`config.mk`:
```
export PLATFORM = sky130hd
export DESIGN_NAME = mem_access_ctrl
export DESIGN_NICKNAME = d
export VERILOG_FILES = /design/src/rtl/mem_ctrl_pkg.sv /design/src/rtl/ea_calc.sv /design/src/rtl/mem_access_ctrl.sv
export SDC_FILE = /design/constraint.sdc
export NUM_CORES = 1
export LEC_CHECK = 0
export CAP_MARGIN = 20
export CORE_UTILIZATION = 51
export CTS_CLUSTER_DIAMETER = 40
export DETAILED_ROUTE_END_ITERATION = 8
export MAX_ROUTING_LAYER = met4
export PLACE_DENSITY_LB_ADDON = 0.2
export SYNTH_ARGS = -nofsm -noshare
export SYNTH_HDL_FRONTEND = slang
export SYNTH_SLANG_ARGS = --single-unit
```
`constraint.sdc`:
```
create_clock -name clk -period 5.29 [get_ports clk]
set_clock_uncertainty 0.1 [all_clocks]
set_input_delay 1.3225 -clock clk [delete_from_list [all_inputs] [get_ports clk]]
set_output_delay 1.3225 -clock clk [all_outputs]
set_load 0.1 [all_outputs]
```
`src/rtl/mem_ctrl_pkg.sv`:
```
// Shared constants for the load/store memory access controller:
// opcodes, FSM state encoding and the default memory wait budget.
package mem_ctrl_pkg;

    localparam int TIMEOUT_DEFAULT = 8;

    localparam logic [5:0] OP_LW = 6'b100011;
    localparam logic [5:0] OP_SW = 6'b101011;

    typedef enum logic [1:0] {
        ST_IDLE = 2'd0,
        ST_ADDR = 2'd1,
        ST_MEM  = 2'd2,
        ST_DONE = 2'd3
    } state_t;

endpackage

```
`src/rtl/ea_calc.sv`:
```
// Effective address: base register plus sign-extended 16-bit immediate,
// wrapping modulo 2^32.
module ea_calc (
    input  logic [31:0] base,
    input  logic [15:0] imm,
    output logic [31:0] ea
);

    assign ea = base + {{16{imm[15]}}, imm};

endmodule

```
`src/rtl/mem_access_ctrl.sv`:
```
// Executes one MIPS LW/SW: latch operands, compute and check the address,
// run a bounded memory handshake, then report done/error and load writeback.
module mem_access_ctrl
    import mem_ctrl_pkg::*;
#(
    parameter int TIMEOUT = TIMEOUT_DEFAULT
) (
    input  logic        clk,
    input  logic        reset,
    input  logic        start,
    input  logic [31:0] instruction,
    input  logic [31:0] Read_data1,
    input  logic [31:0] Read_data2,
    input  logic        mem_ready,
    input  logic [31:0] mem_rdata,
    output logic        busy,
    output logic [31:0] mem_addr,
    output logic        MemRead,
    output logic        MemWrite,
    output logic [31:0] Write_data,
    output logic        RegWrite,
    output logic [4:0]  wb_reg,
    output logic [31:0] wb_data,
    output logic        done,
    output logic        error
);

    localparam int CW = $clog2(TIMEOUT + 1);

    state_t        state_reg, state_next;
    logic          phase_reg, phase_next;
    logic [CW-1:0] cnt_reg, cnt_next;
    logic [5:0]    op_reg, op_next;
    logic [4:0]    rt_reg, rt_next;
    logic [15:0]   imm_reg, imm_next;
    logic [31:0]   base_reg, base_next;
    logic [31:0]   wdata_reg, wdata_next;
    logic [31:0]   addr_reg, addr_next;
    logic          err_reg, err_next;
    logic [31:0]   wb_data_reg, wb_data_next;
    logic [4:0]    wb_reg_reg, wb_reg_next;
    logic [31:0]   ea;

    ea_calc u_ea_calc (
        .base (base_reg),
        .imm  (imm_reg),
        .ea   (ea)
    );

    always_ff @(posedge clk) begin
        if (reset) begin
            state_reg   <= ST_IDLE;
            phase_reg   <= 1'b0;
            cnt_reg     <= '0;
            op_reg      <= '0;
            rt_reg      <= '0;
            imm_reg     <= '0;
            base_reg    <= '0;
            wdata_reg   <= '0;
            addr_reg    <= '0;
            err_reg     <= 1'b0;
            wb_data_reg <= '0;
            wb_reg_reg  <= '0;
        end else begin
            state_reg   <= state_next;
            phase_reg   <= phase_next;
            cnt_reg     <= cnt_next;
            op_reg      <= op_next;
            rt_reg      <= rt_next;
            imm_reg     <= imm_next;
            base_reg    <= base_next;
            wdata_reg   <= wdata_next;
            addr_reg    <= addr_next;
            err_reg     <= err_next;
            wb_data_reg <= wb_data_next;
            wb_reg_reg  <= wb_reg_next;
        end
    end

    always_comb begin
        state_next   = state_reg;
        phase_next   = phase_reg;
        cnt_next     = cnt_reg;
        op_next      = op_reg;
        rt_next      = rt_reg;
        imm_next     = imm_reg;
        base_next    = base_reg;
        wdata_next   = wdata_reg;
        addr_next    = addr_reg;
        err_next     = err_reg;
        wb_data_next = wb_data_reg;
        wb_reg_next  = wb_reg_reg;

        case (state_reg)
            ST_IDLE: begin
                if (start) begin
                    op_next    = instruction[31:26];
                    rt_next    = instruction[20:16];
                    imm_next   = instruction[15:0];
                    base_next  = Read_data1;
                    wdata_next = (instruction[31:26] == OP_SW) ? Read_data2 : 32'd0;
                    err_next   = 1'b0;
                    phase_next = 1'b0;
                    cnt_next   = '0;
                    state_next = ST_ADDR;
                end
            end
            ST_ADDR: begin
                // First cycle registers the sum; second cycle decides on the
                // registered address so the adder never feeds the FSM directly.
                if (!phase_reg) begin
                    addr_next  = ea;
                    phase_next = 1'b1;
                end else begin
                    phase_next = 1'b0;
                    cnt_next   = '0;
                    if ((op_reg != OP_LW && op_reg != OP_SW) || addr_reg[1:0] != 2'b00) begin
                        err_next   = 1'b1;
                        state_next = ST_DONE;
                    end else begin
                        state_next = ST_MEM;
                    end
                end
            end
            ST_MEM: begin
                if (mem_ready) begin
                    if (op_reg == OP_LW) begin
                        wb_data_next = mem_rdata;
                        wb_reg_next  = rt_reg;
                    end
                    state_next = ST_DONE;
                end else if (cnt_reg == CW'(TIMEOUT - 1)) begin
                    err_next   = 1'b1;
                    state_next = ST_DONE;
                end else begin
                    cnt_next = cnt_reg + CW'(1);
                end
            end
            ST_DONE: begin
                cnt_next   = '0;
                state_next = ST_IDLE;
            end
            default: state_next = ST_IDLE;
        endcase
    end

    assign busy       = (state_reg != ST_IDLE);
    assign mem_addr   = addr_reg;
    assign Write_data = wdata_reg;
    assign MemRead    = (state_reg == ST_MEM) && (op_reg == OP_LW);
    assign MemWrite   = (state_reg == ST_MEM) && (op_reg == OP_SW);
    assign done       = (state_reg == ST_DONE);
    assign error      = (state_reg == ST_DONE) && err_reg;
    assign RegWrite   = (state_reg == ST_DONE) && !err_reg && (op_reg == OP_LW);
    assign wb_reg     = wb_reg_reg;
    assign wb_data    = wb_data_reg;

endmodule

```
==> out/results.ini, run 1 <==
[worst_setup_path]
worstReg2RegStart = imm_reg[15]
cp_max_fo = 8
start_kind = register
worst_path_largest_cell_delay_ps = 1190
crit_chain = inv_1, ha_1, nand2_1, nor2_1, clkdlybuf4s50_1
r2r_cells = 9
crit_slowest_cell = clkdlybuf4s50_1
required_ps = 3870
crit_type = reg -> out
critical_path_arrival_ps = 2600
cp-end-kind = primary output
setup.worst_path.start = state_reg[0]

[synth]
synth_seq_area_share = 0.430
synth_cell_types = 61
synth_top_family_by_area = simple AND/OR/NAND/NOR gates
synth_xor_area_frac = 0.0258
yosysTopAreaCellShare = 0.430
synth_compound_area_frac = 0.209
synth_ff_type = dfxtp_1
synth_edf_count = 0
syn_inst = 1008
synth_nets = 1177
synth-seq-cells = 168
synthSimpleGateAreaFrac = 0.235
synth-adder-area-share = 0.0601
synth.area.top_cells = dfxtp_1 (43%), nand2_1 (14%), a21oi_1 (12%)
synth_most_common_cell = nand2_1
synth_top_cell_by_area = dfxtp_1
ys_async_sr_fraction = 0
synth_commonest_cells = nand2_1 (286), a21oi_1 (184), dfxtp_1 (168), clkbuf_1 (58), nand3_1 (41)
muxShareOfSynthArea = 0.00256
syn_area_um2 = 7820
postSynthAreaPerCell_um2 = 7.76
synth_warnings = 0

[layout]
nNetsFinal = 1369
area_growth_pct = 38.7
n_antenna_cell = 0
fillerInstances = 1154
utilization = 0.736
drive_above_1_share = 0.0486

[pwr]
ir_drop_v = 0.000302
finalPower_uw = 4420
p_per_area_nw_per_um2 = 407
p_leak_uw = 0.00405

[detailed_routing]
via_per_inst = 5.46
firstDrtPassIters = 5
vias = 7634
drt-initial-drc-count = 533
wirelength_um = 21600
drc = 0
ant_nets = 0
wl_per_cell_um = 15.5

[cts]
cts-root-buf = clkbuf_16
worstSkewPairLatency_ps = 430
cts_tree = done
cts_max_level = 4
clock-sinks = 168
cts_hold_buffers = 0
cts_resized = 0
post_cts_buffers = 0
cts_buffers = 17
clockBufferDepth = 2
clk_pin_slew_ps = 60

[min_path]
worstHoldStart = Write_data[19]
min_path_cells = 2
hp-class = reg -> reg

[timing]
setup_ws_ps = 1270
fmax_mhz = 249
rsz0062_at_grt = no
setup_viol = 0
slew_viol_final = 0
relSlewSlack = 0.309
fin_crit_ps = 4020
hold_viol = 0
setup_tns_ps = 0
min_period_over_period = 0.760
worst_pin_slew_ps = 1030

[global_route]
grt_max_degree = 95
grt_pass1_wl_um = 34800
first_global_vias = 7252
grtUsageTotal = 0.283
antenna_found_initial = 0
overflow = 0

[placed_design]
io_buffer_count = 233
pre_cts_slack_ps = 1710
dp_hpwl_um = 14700
gp_congestion = 0.845

[die]
dieWidth_um = 126
initial_core_util = 0.530
core_um2 = 14800
dieArea_um2 = 15800
rows = 44
chipHeight_um = 126
ios = 239

[job]
drv_cap = 0

[run_status]
outcome = completed

## kinds of logic (layout without fill, tap and decap cells)
kind of cell               after synthesis  count (layout)
and+or+nand+nor                        425             425
AOI/OAI and AO/OA                      276             276
DFF                                    168             168
buffers and inverters                   77             282
adders and majority gates               37              37
xor gates and xnor gates                23              23
muxes                                    2               2
## path summary, 6_finish.rpt
| path | to | slack, ps |
|---|---|---|
| max | MemRead | 1270 |
| min | Write_data[19] | 350 |
| max reg2reg | mem_addr[28] | 2260 |
| min reg2reg | Write_data[19] | 350 |
## routing by layer
metal  track usage  share of wire  vias up
li1              -              -     3843
met1         0.330           0.42     3535
met2         0.475           0.49      228
met3        0.0782          0.070       28
met4        0.0872          0.015        0
met5             -              0        -
## stage by stage
stage / cell area [um2] / std cells / hold WS (ps)
after CTS: 10800 / 1396 / 351
after floorplan: 7830 / 1008 / 332
after detailed placement: 10200 / 1364 / 342
after global placement: 10200 / 1364 / 337
after global routing: 10900 / 1397 / 370
final: 10900 / 1397 / 351
## layout make-up
type	count	area (um2)	area share
clock buffer	22	454	0.0418
clock inverter	10	168	0.0154
inverter	8	30.0	0.00277
multi-input combinational	763	4180	0.385
sequential	168	3360	0.310
tap	184	230	0.0212
timing repair buffer	242	2430	0.224
## cells in the final DEF, fill, tap and decap left out, types with 4 or more instances in the layout
| master | n |
|---|---|
| bufinv_16 | 4 |
| nand4_1 | 11 |
| nor3_1 | 9 |
| nor2b_1 | 4 |
| and3_1 | 8 |
| o21ai_0 | 7 |
| a31oi_1 | 6 |
| ha_1 | 36 |
| o21bai_1 | 6 |
| clkdlybuf4s50_1 | 232 |
| a211o_1 | 6 |
| nand3_1 | 41 |
| clkbuf_1 | 4 |
| dfxtp_1 | 168 |
| a21o_1 | 18 |
| clkbuf_16 | 17 |
| a211oi_1 | 6 |
| nand3b_1 | 4 |
| nand2_1 | 285 |
| inv_1 | 8 |
| nor2_1 | 35 |
| o21a_1 | 4 |
| xor2_1 | 6 |
| a21oi_1 | 184 |
| o21ai_1 | 10 |
| buf_4 | 8 |
| nor3b_1 | 5 |
| xnor2_1 | 17 |
## critical path, delay by kind of cell, from the launching register on
family	cells	cell delay, ps
adders and majority gates	1	300
buffers and inverters	2	1290
DFF	1	360
and+or+nand+nor	2	230
## where the power goes
group          leakage (uW)  internal [uW]  switching, uW
combinational       0.00239            485           1110
sequential          0.00136           1410           98.6
clock              0.000299            806            508
No activity file was read; power rests on OpenSTA's default activity.
==> run 2: changes to the inputs <==
- CORE_UTILIZATION: 51 -> 47
- clock period: 5.29 -> 3.96 ns (I/O delays scaled with it)
==> run 2 against run 1 <==
Against the previous run:
- wire length decreased by 3.7%
- non-clock buffer count increased by 2
- clock power increased by 28%
- first-iteration DRC count decreased by 0.56%
- worst setup slack got worse by 350 ps
- total power increased by 32%
- hold slack about the same
==> out/results.ini, run 2 (synthesized netlist as in run 1, its figures left out) <==
[min_path]
holdPathEnd = mem_addr[8]
min_path_cells = 2  ; unchanged
hp-class = reg -> reg
worstHoldStart = mem_addr[8]

[worst_setup_path]
worstReg2RegEnd = mem_addr[28]
crit_family = buffers and inverters
worst_path_largest_cell_delay_ps = 1170  ; -20 ps
worstReg2RegStart = imm_reg[0]
critical_path_arrival_ps = 1950  ; -650 ps
start_kind = register
cp_max_fo = 2  ; -6
crit_chain = clkdlybuf4s50_1
cp-end-kind = primary output
required_ps = 2870  ; -1000 ps
r2r_cells = 10  ; +1
rrSetupSlack_ps = 1130  ; -1130 ps
crit_type = reg -> out
crit_slowest_cell = clkdlybuf4s50_1
worst-path-buf-inv = 1  ; -1

[timing]
fmax_mhz = 329
worst_pin_slew_ps = 1030  ; -7.28 ps
setup_viol = 0  ; unchanged
fin_crit_ps = 3040
hold_viol = 0  ; unchanged
min_period_over_period = 0.769
slew_viol_final = 0  ; unchanged
rsz0062_at_grt = no
setup_tns_ps = 0  ; unchanged
relSlewSlack = 0.314  ; +0.00487
timing.hold.ws_ps = 350  ; -0.492 ps

[detailed_routing]
ant_nets = 0  ; unchanged
firstDrtPassIters = 4  ; -1
wirelength_um = 20800  ; -3.7%
via_per_inst = 5.25  ; -4.0%
drt-initial-drc-count = 530  ; -0.56%
wl_per_cell_um = 14.6  ; -5.9%
drc = 0  ; unchanged
vias = 7510  ; -1.6%

[cts]
post_cts_buffers = 0  ; unchanged
clock-sinks = 168  ; unchanged
cts_max_level = 4  ; unchanged
cts_hold_buffers = 0  ; unchanged
cts-root-buf = clkbuf_16
cts_resized = 0  ; unchanged
cts_tree = done
worstSkewPairLatency_ps = 420  ; about the same
clockBufferDepth = 2  ; unchanged
cts_buffers = 17  ; unchanged
clk_pin_slew_ps = 70  ; about the same

[placed_design]
dp_cells = 1399  ; +2.6%
io_buffer_count = 233  ; unchanged
dp_hpwl_um = 14500  ; -1.3%
gp_congestion = 0.910  ; +7.7%

[pwr]
p_int_uw = 3530  ; +31%
comb_power_share = 0.367  ; +0.006
p_per_area_nw_per_um2 = 536  ; +32%
ir_drop_v = 0.000336  ; +11%
clkPwrFrac = 0.287  ; -0.010
swShare = 0.395  ; +0.00686
p_sw_uw = 2310  ; +34%
p_seq_frac = 0.345  ; +0.003
p_leak_uw = 0.00407  ; +0.43%

[global_route]
grt_use_met3 = 0.0782  ; about the same
overflow = 0  ; unchanged
grtUsageTotal = 0.256  ; -0.0274
grt_util_met2 = 0.421  ; -0.0540
first_global_vias = 7096  ; -2.2%
grt_pass1_wl_um = 33300  ; -4.4%
busiest_layer = met2
use_met1 = 0.302  ; -0.0279
antenna_found_initial = 0  ; unchanged
grt_max_degree = 105  ; +11%

[layout]
utilization = 0.677  ; -0.0582
area_growth_pct = 39.0
n_antenna_cell = 0  ; unchanged
mostFrequentLayoutCells = nand2_1 (285), clkdlybuf4s50_1 (223), a21oi_1 (184)
final_common_cell = nand2_1
nNetsFinal = 1371  ; +0.15%
drive_above_1_share = 0.0601  ; +0.0114
instances_no_fill = 1431  ; +2.4%

[die]
rows = 46  ; +4.5%
core_um2 = 16100  ; +8.8%
ios = 239  ; unchanged
chipHeight_um = 131  ; +4.1%
initial_core_util = 0.487  ; -0.0430
dieArea_um2 = 17200  ; +8.4%
dieWidth_um = 131  ; +4.1%

[run_status]
outcome = completed

[job]
drv_cap = 0  ; unchanged

## run 2: power by group through the flow
stage	combinational (uW)	clock [uW]	sequential (uW)
5_1_grt	2350	1770	2040
2_1_floorplan	1100	0	2500
3_5_place_dp	2140	0	2050
3_3_place_gp	2120	0	2050
4_1_cts	2150	1700	2020
6_report	2140	1680	2010
## run 2: how the worst max path moves through the flow
stage | start | slack (ps) | cells past startpoint | endpoint
finish | wb_data[30] | 920 | 1 | wb_data[30]
global route | wb_data[29] | 870 | 1 | wb_data[29]
CTS | wb_data[29] | 900 | 1 | wb_data[29]
detailed placement | imm_reg[0] | 1150 | 10 | mem_addr[28]
global placement | imm_reg[0] | 1160 | 10 | mem_addr[28]
floorplan | state_reg[0] | 480 | 2 | RegWrite
## run 2: area by class of cell
type	instances	area (um2)
clock buffer	20	457
multi-input combinational	763	4190
tap	216	270
clock inverter	12	143
sequential	168	3360
timing repair buffer	244	2430
inverter	8	30.0
fill	1364	5180
## run 2: metrics by stage
stage	setup WS [ps]	area (um2)	total power [uW]
after floorplan	479	7840	3600
after global placement	1160	10300	4170
after detailed placement	1150	10300	4190
after CTS	900	10900	5870
after global routing	869	10900	6160
final	916	10900	5830
## run 2: metal layers
metal,up-vias,part of all wire,wire length [um]
met1,3433,0.44,9100
met3,23,0.066,1380
met4,0,0.015,308
met2,208,0.48,10000
met5,-,0,0
li1,3846,-,-
